## src/rtl/demux2_stream.sv

```systemverilog
// 1-to-2 registered stream demultiplexer: each input beat is steered by Select into
// one of two independent FIFOs, so a stalled sink never blocks the other one.
module demux2_stream #(
    parameter int unsigned WIDTH = 32,
    parameter int unsigned DEPTH = 2
) (
    input  logic                     Clk,
    input  logic                     Reset,
    input  logic [WIDTH-1:0]         DataIn,
    input  logic                     Select,
    input  logic                     InValid,
    output logic                     InReady,
    output logic [WIDTH-1:0]         DataOutA,
    output logic                     ValidA,
    input  logic                     ReadyA,
    output logic [WIDTH-1:0]         DataOutB,
    output logic                     ValidB,
    input  logic                     ReadyB,
    output logic [$clog2(DEPTH):0]   CountA,
    output logic [$clog2(DEPTH):0]   CountB
);

    localparam int unsigned PW = $clog2(DEPTH);
    localparam int unsigned CW = PW + 1;
    localparam logic [CW-1:0] FULL = CW'(DEPTH);

    // Index 0 is output A, index 1 is output B.
    logic [1:0]                  push;
    logic [1:0]                  pop;
    logic [1:0]                  valid;
    logic [1:0]                  not_full;
    logic [1:0]                  sink_ready;
    logic [1:0][WIDTH-1:0]       head;
    logic [1:0][CW-1:0]          count;
    logic                        accept;

    // Readiness looks only at registered occupancy; a same-cycle pop never frees a slot.
    assign InReady    = !Reset && (Select ? not_full[1] : not_full[0]);
    assign accept     = InValid && InReady;
    assign push       = {accept && Select, accept && !Select};
    assign sink_ready = {ReadyB, ReadyA};
    assign pop        = valid & sink_ready;

    for (genvar g = 0; g < 2; g++) begin : g_fifo
        logic [WIDTH-1:0] mem_q [DEPTH];
        logic [PW-1:0]    wr_ptr_q;
        logic [PW-1:0]    rd_ptr_q;
        logic [CW-1:0]    count_q;
        logic [CW-1:0]    count_d;

        always_comb begin
            count_d = count_q;
            case ({push[g], pop[g]})
                2'b10:   count_d = count_q + CW'(1);
                2'b01:   count_d = count_q - CW'(1);
                default: count_d = count_q;
            endcase
        end

        always_ff @(posedge Clk) begin
            if (Reset) begin
                wr_ptr_q <= '0;
                rd_ptr_q <= '0;
                count_q  <= '0;
                // Clearing storage keeps the heads at zero until the first write.
                for (int unsigned i = 0; i < DEPTH; i++) begin
                    mem_q[i] <= '0;
                end
            end else begin
                if (push[g]) begin
                    mem_q[wr_ptr_q] <= DataIn;
                    wr_ptr_q        <= wr_ptr_q + PW'(1);
                end
                if (pop[g]) begin
                    rd_ptr_q <= rd_ptr_q + PW'(1);
                end
                count_q <= count_d;
            end
        end

        assign head[g]     = mem_q[rd_ptr_q];
        assign count[g]    = count_q;
        assign valid[g]    = count_q != '0;
        assign not_full[g] = count_q != FULL;
    end

    assign DataOutA = head[0];
    assign DataOutB = head[1];
    assign ValidA   = valid[0];
    assign ValidB   = valid[1];
    assign CountA   = count[0];
    assign CountB   = count[1];

`ifndef SYNTHESIS
    always @(posedge Clk) begin
        if (!Reset && InValid) begin
            assert (!$isunknown(Select));
        end
    end
`endif

endmodule
```

## config.mk

```make
export PLATFORM = sky130hd
export DESIGN_NAME = demux2_stream
export DESIGN_NICKNAME = d
export VERILOG_FILES = /design/src/rtl/demux2_stream.sv
export SDC_FILE = /design/constraint.sdc
export NUM_CORES = 1
export LEC_CHECK = 0
export BUFFER_PORTS_ARGS = -buffer_cell sky130_fd_sc_hd__buf_2
export CORE_MARGIN = 3
export CORE_UTILIZATION = 50
export DETAILED_ROUTE_END_ITERATION = 12
export PLACE_DENSITY_LB_ADDON = 0.15
export SYNTH_ARGS = -nofsm -noshare
export SYNTH_HDL_FRONTEND = slang
export SYNTH_SLANG_ARGS = --single-unit
```

## constraint.sdc

```tcl
create_clock -name Clk -period 2.92 [get_ports Clk]
set_input_delay 0.584 -clock Clk [delete_from_list [all_inputs] [get_ports Clk]]
set_output_delay 0.584 -clock Clk [all_outputs]
set_load 0.05 [all_outputs]
```

# Yosys cells after proc, flatten, opt, wreduce, memory -nomap -nowiden
# Memory sizes are Yosys's and may differ from the RTL's. A register that Yosys moved wholly into a read port is not among the register bits.
# Index checks and enable logic that the tools add are counted.
# word_totals
output_inout_bits	71
word_cells	56
input_bits	38
ramBits	128
register_bits	8
mem_count	2
# op_classes
mux	21
n_bitwise	1
n_reduce_logical	12
add_sub_neg	8
n_eq_ne	6
# mem_list
name	words	word_bits	rd	rd_clocked_by_memory_dff	wr	line_no	source
g_fifo[0].mem_q	2	32	1	1	2	45	logic [WIDTH-1:0] mem_q [DEPTH];
g_fifo[1].mem_q	2	32	1	1	2	45	
# op_table
op	n
$mux 32	2
$reduce_or 32->1	2
$mux 1	17
$pmux 2 s2	2
$reduce_bool 2->1	4
$add 1x1->1 const B	4
$add 2x1->2 const B	2
$eq 2x1->1 const B	2
$eq 2x2->1 const B	2
$logic_and 1x1->1	4
$ne 2x2->1 const B	2
$sub 2x1->2 const B	2
$and 2x2->2	1
$logic_not 1->1	2

# Longest topological paths before layout
# depth
depth_word	10
mapped_depth	8
ltp_nobuf	7

# Worst setup path after synthesis
# No wires, ideal clock.
# synth_path
path_kind	flip-flop to flip-flop
from	reg g_fifo[1].count_q[0] (netlist: CountB[0])
to	mem g_fifo[1].mem_q[0][0] (enable)
synth_period_minus_slack_ns	3.047
setup_ns	0.428
t_required_ns	2.492
arrival_time_ns	2.619
slack_ns	-0.127
stages_incl_launch_ff	4
n_path_buf	0
path_cell_list	dfxtp_1 > nand2b_2 > nand3_1 > o21bai_1
# synth_lines
element	line_no	source
start, declared	48	logic [CW-1:0] count_q;
start signal, assigned	77	count_q <= count_d;
end, declared	45	

==> summary.log <==
qor: setup_path.worstSetupStartpointType flop
qor: setup_path.cp_cell_sequence buf_12 > mux2_2 > buf_2
qor: cells_and_area.total_number_of_nets_in_the_final_design 590
qor: clock_tree.post_cts_resize_count 0
qor: drt.ratio_of_routed_vias_to_standard_cells 5.297
qor: cells_and_area.final_layout_size_suffix_gt1_frac 0.3943
qor: timing.timing.fmax 409.3 MHz
qor: drt.drt_drc_violations_left 0
qor: yosys.synth_sequential_area_ratio 0.6933
qor: power_and_ir_drop.vdd_drop_max 467.4 uV
qor: yosys.syn-cell-area 5833 sq um
qor: floorplanning.start_util 0.5243
qor: drt.sum_of_routed_wire_length_over_all_layers 12630 um
qor: drt.avgRoutedWirePerCell 17.97 um
qor: yosys.synthesis.instances 439
qor: global_route.gr-usage-all-layers 0.1997
qor: power_and_ir_drop.power_frac_seq 0.422
qor: clock_tree.post_cts.repair.setup_buffers 0
qor: job.max_cap_violations 0
qor: yosys.post-synth-top-count-cell sky130_fd_sc_hd__nor2_1
qor: timing.maxSlewHeadroom 0.4442
qor: timing.period_share 0.8367
qor: clock_tree.tritoncts.num_buffers 17
qor: setup_path.critical_path_class reg2out
qor: yosys.netlist_top_cells_area sky130_fd_sc_hd__edfxtp_1 (66%), sky130_fd_sc_hd__mux2_2 (12%), sky130_fd_sc_hd__nor2_1 (8.9%), sky130_fd_sc_hd__dfxtp_1 (3.4%), sky130_fd_sc_hd__nand2_1 (2.1%)
qor: placement.post-dp-hpwl 8048 um
qor: yosys.synth_flop_cell sky130_fd_sc_hd__edfxtp_1
qor: clock_tree.ctsRootBufferMaster sky130_fd_sc_hd__clkbuf_16
qor: cells_and_area.filler_free_cell_count_of_the_finished_design 703
qor: timing.finalWorstPathRequiredPeriod 2.443 ns
qor: cells_and_area.synthesis_to_finish_area_growth 22.24%
qor: clock_tree.clkTransAtPathRegs 0.06 ns
qor: floorplanning.floorplan.rows 38
qor: timing.grt_setup_unrepaired false
qor: setup_path.arrival 1.86 ns
qor: floorplanning.coreArea 11130 sq um
qor: drt.vias 3724
qor: cells_and_area.diodes 0
qor: yosys.syn_nets 479
qor: timing.setup_tns 0 ns
qor: clock_tree.numClockSinks 138
qor: floorplanning.dieHeight 114.0 um
qor: yosys.yosysWarnings 0
qor: placement.port_buffers 108
qor: clock_tree.tritoncts yes
qor: power_and_ir_drop.p_sw 1.762 mW
qor: min_path.holdCritPathClass reg2reg
qor: placement.place_congestion 0.7186
qor: global_route.initial_antenna_violation_count 0
qor: timing.worst_pin_slew 0.8327 ns
qor: power_and_ir_drop.p_comb_frac 0.224
qor: clock_tree.cts_buffer_depth 2
qor: setup_path.critical_path.top_delay_family flip-flops
qor: timing.hold_vio_cnt_final 0
qor: timing.finalClockSkew 0.006070 ns
qor: global_route.globalRouteOverflowTotal 0
qor: global_route.grt_first_pass_wirelength 19630 um
qor: clock_tree.worst_skew_pair.late_latency 0.41 ns
qor: yosys.async_set_or_reset_register_ratio_after_synthesis 0
qor: global_route.grt_start_max_net_pins 33
qor: power_and_ir_drop.clockPowerShare 0.355
qor: setup_path.timing.critical_path.slowest_cell_delay 0.62 ns
qor: yosys.yosys-top-cells-count sky130_fd_sc_hd__nor2_1 (138), sky130_fd_sc_hd__edfxtp_1 (128), sky130_fd_sc_hd__mux2_2 (61)
qor: drt.drt_first_iter_violations 242
qor: floorplanning.io_pins 109
qor: setup_path.crit_slowest_cell sky130_fd_sc_hd__dfxtp_2
qor: yosys.synthDistinctLibCells 30
qor: floorplanning.die_area 13000 sq um
qor: setup_path.critical_path_buffer_and_inverter_count 2
qor: setup_path.worst_setup_path_end_kind output pin
qor: run_status.result_of_the_run complete, no violations
qor: setup_path.worst_ep_required_time 2.34 ns
qor: power_and_ir_drop.p_leak 2.880 nW
qor: timing.setup_viol_count_final 0
qor: power_and_ir_drop.power.internal 3.912 mW
qor: yosys.yosys.area.top_type_share 0.6589
qor: yosys.postSynthRegisterBits 138
qor: clock_tree.h_tree_level_count 4
qor: floorplanning.fp.dieW 114.0 um
qor: placement.dp.cells 671
qor: yosys.avgSynthCellArea 13.29 sq um
qor: yosys.netlist.top_cell.by_area sky130_fd_sc_hd__edfxtp_1
qor: setup_path.peak_fanout_along_the_critical_path 18
qor: power_and_ir_drop.power-per-cell-area 795.7 nW/um^2
qor: yosys.synth-edff-count 128
qor: timing.timing_max_transition_violations_final 0
qor: power_and_ir_drop.switching_share 0.3105
qor: clock_tree.cts_hold_buf 0
qor: global_route.grt_pass1_vias 3819
qor: drt.final_antenna_net_count 0
qor: drt.drt_pass1_iterations 4
worst register-to-register path, delay by kind of cell (launching register included):
family | cells | cell delay, ns
AOI/OAI and AO/OA | 1 | 0.14
adders and majority gates | 1 | 0.33
DFF | 1 | 0.42
and+or+nand+nor | 4 | 1.09
flip-flops by register name (all words and copies together) (netlist names), named ones only:
register	cells
CountA	2
CountB	2
g_fifo.mem_q	128
g_fifo.rd_ptr_q	2
g_fifo.wr_ptr_q	2
worst paths after layout:
check                startpoint      endpoint  slack (ns)  cells past startpoint
max                        flop  DataOutB[12]        0.48                      3
min          g_fifo[1].rd_ptr_q          flop        0.51                      2
max reg2reg           CountB[0]     CountB[1]        0.88                      6
min reg2reg  g_fifo[1].rd_ptr_q          flop        0.51                      2
power groups by stage:
stage | combinational (mW) | sequential [mW] | clock [mW]
6_report | 1.27 | 2.39 | 2.01
5_1_grt | 1.33 | 2.41 | 2.12
4_1_cts | 1.28 | 2.39 | 2.04
3_5_place_dp | 1.28 | 2.43 | 0
3_3_place_gp | 1.27 | 2.43 | 0
2_1_floorplan | 0.979 | 2.42 | 0
routing by layer:
layer  track usage  part of all wire
met1        0.2594              0.41
met2        0.3400              0.51
met3       0.04085             0.069
met4       0.06097            0.0086
met5             0                 0
area by class of cell:
cell class	count	area, sq um
fillers	903	3995
inverters	1	3.754
repair buffers	118	665.6
well taps	140	175.2
flip-flops and latches	138	4046
multi-input cells	274	1680
clock inverters	15	133.9
clock buffers	17	425.4
metrics by stage:
stage | worst slack [ns] | instance area, sq um | util | hold WS [ns] | power, mW
2_1_floorplan | 0.5401 | 5837 | - | 0.4809 | 3.400
3_3_place_gp | 0.5340 | 6571 | 0.5906 | 0.4940 | 3.694
3_5_place_dp | 0.4927 | 6571 | 0.5906 | 0.5022 | 3.710
4_1_cts | 0.4529 | 7131 | 0.6409 | 0.5190 | 5.714
5_1_grt | 0.4060 | 7131 | 0.6409 | 0.5539 | 5.865
6_report | 0.4768 | 7131 | 0.6409 | 0.5148 | 5.674
cells in the final DEF (no fill, tap or decap), drive strengths merged, types with 2 or more instances in the layout:
master,n
nor2,138
xnor2,4
xor2,2
a21o,2
or2,3
nand3,5
clkinv,8
nand2,32
or3,2
o21a,2
nand2b,4
bufinv,2
buf,118
nor2b,2
clkbuf,17
ha,2
edfxtp,128
a21oi,2
o21ai,3
dfxtp,10
mux2,65
clkinvlp,5
logic make-up after synthesis:
kind of cell             count (synthesis)  synth area share
flip-flops                             138            0.6933
multiplexers                            66            0.1272
AND/OR/NAND/NOR                        189            0.1317
adder cells (fa/ha/maj)                  2          0.004289
buffers and inverters                   27           0.02209
XOR/XNOR                                 6          0.009009
AO/OA/AOI/OAI                           11           0.01244
No activity file was read; power rests on OpenSTA's default activity.
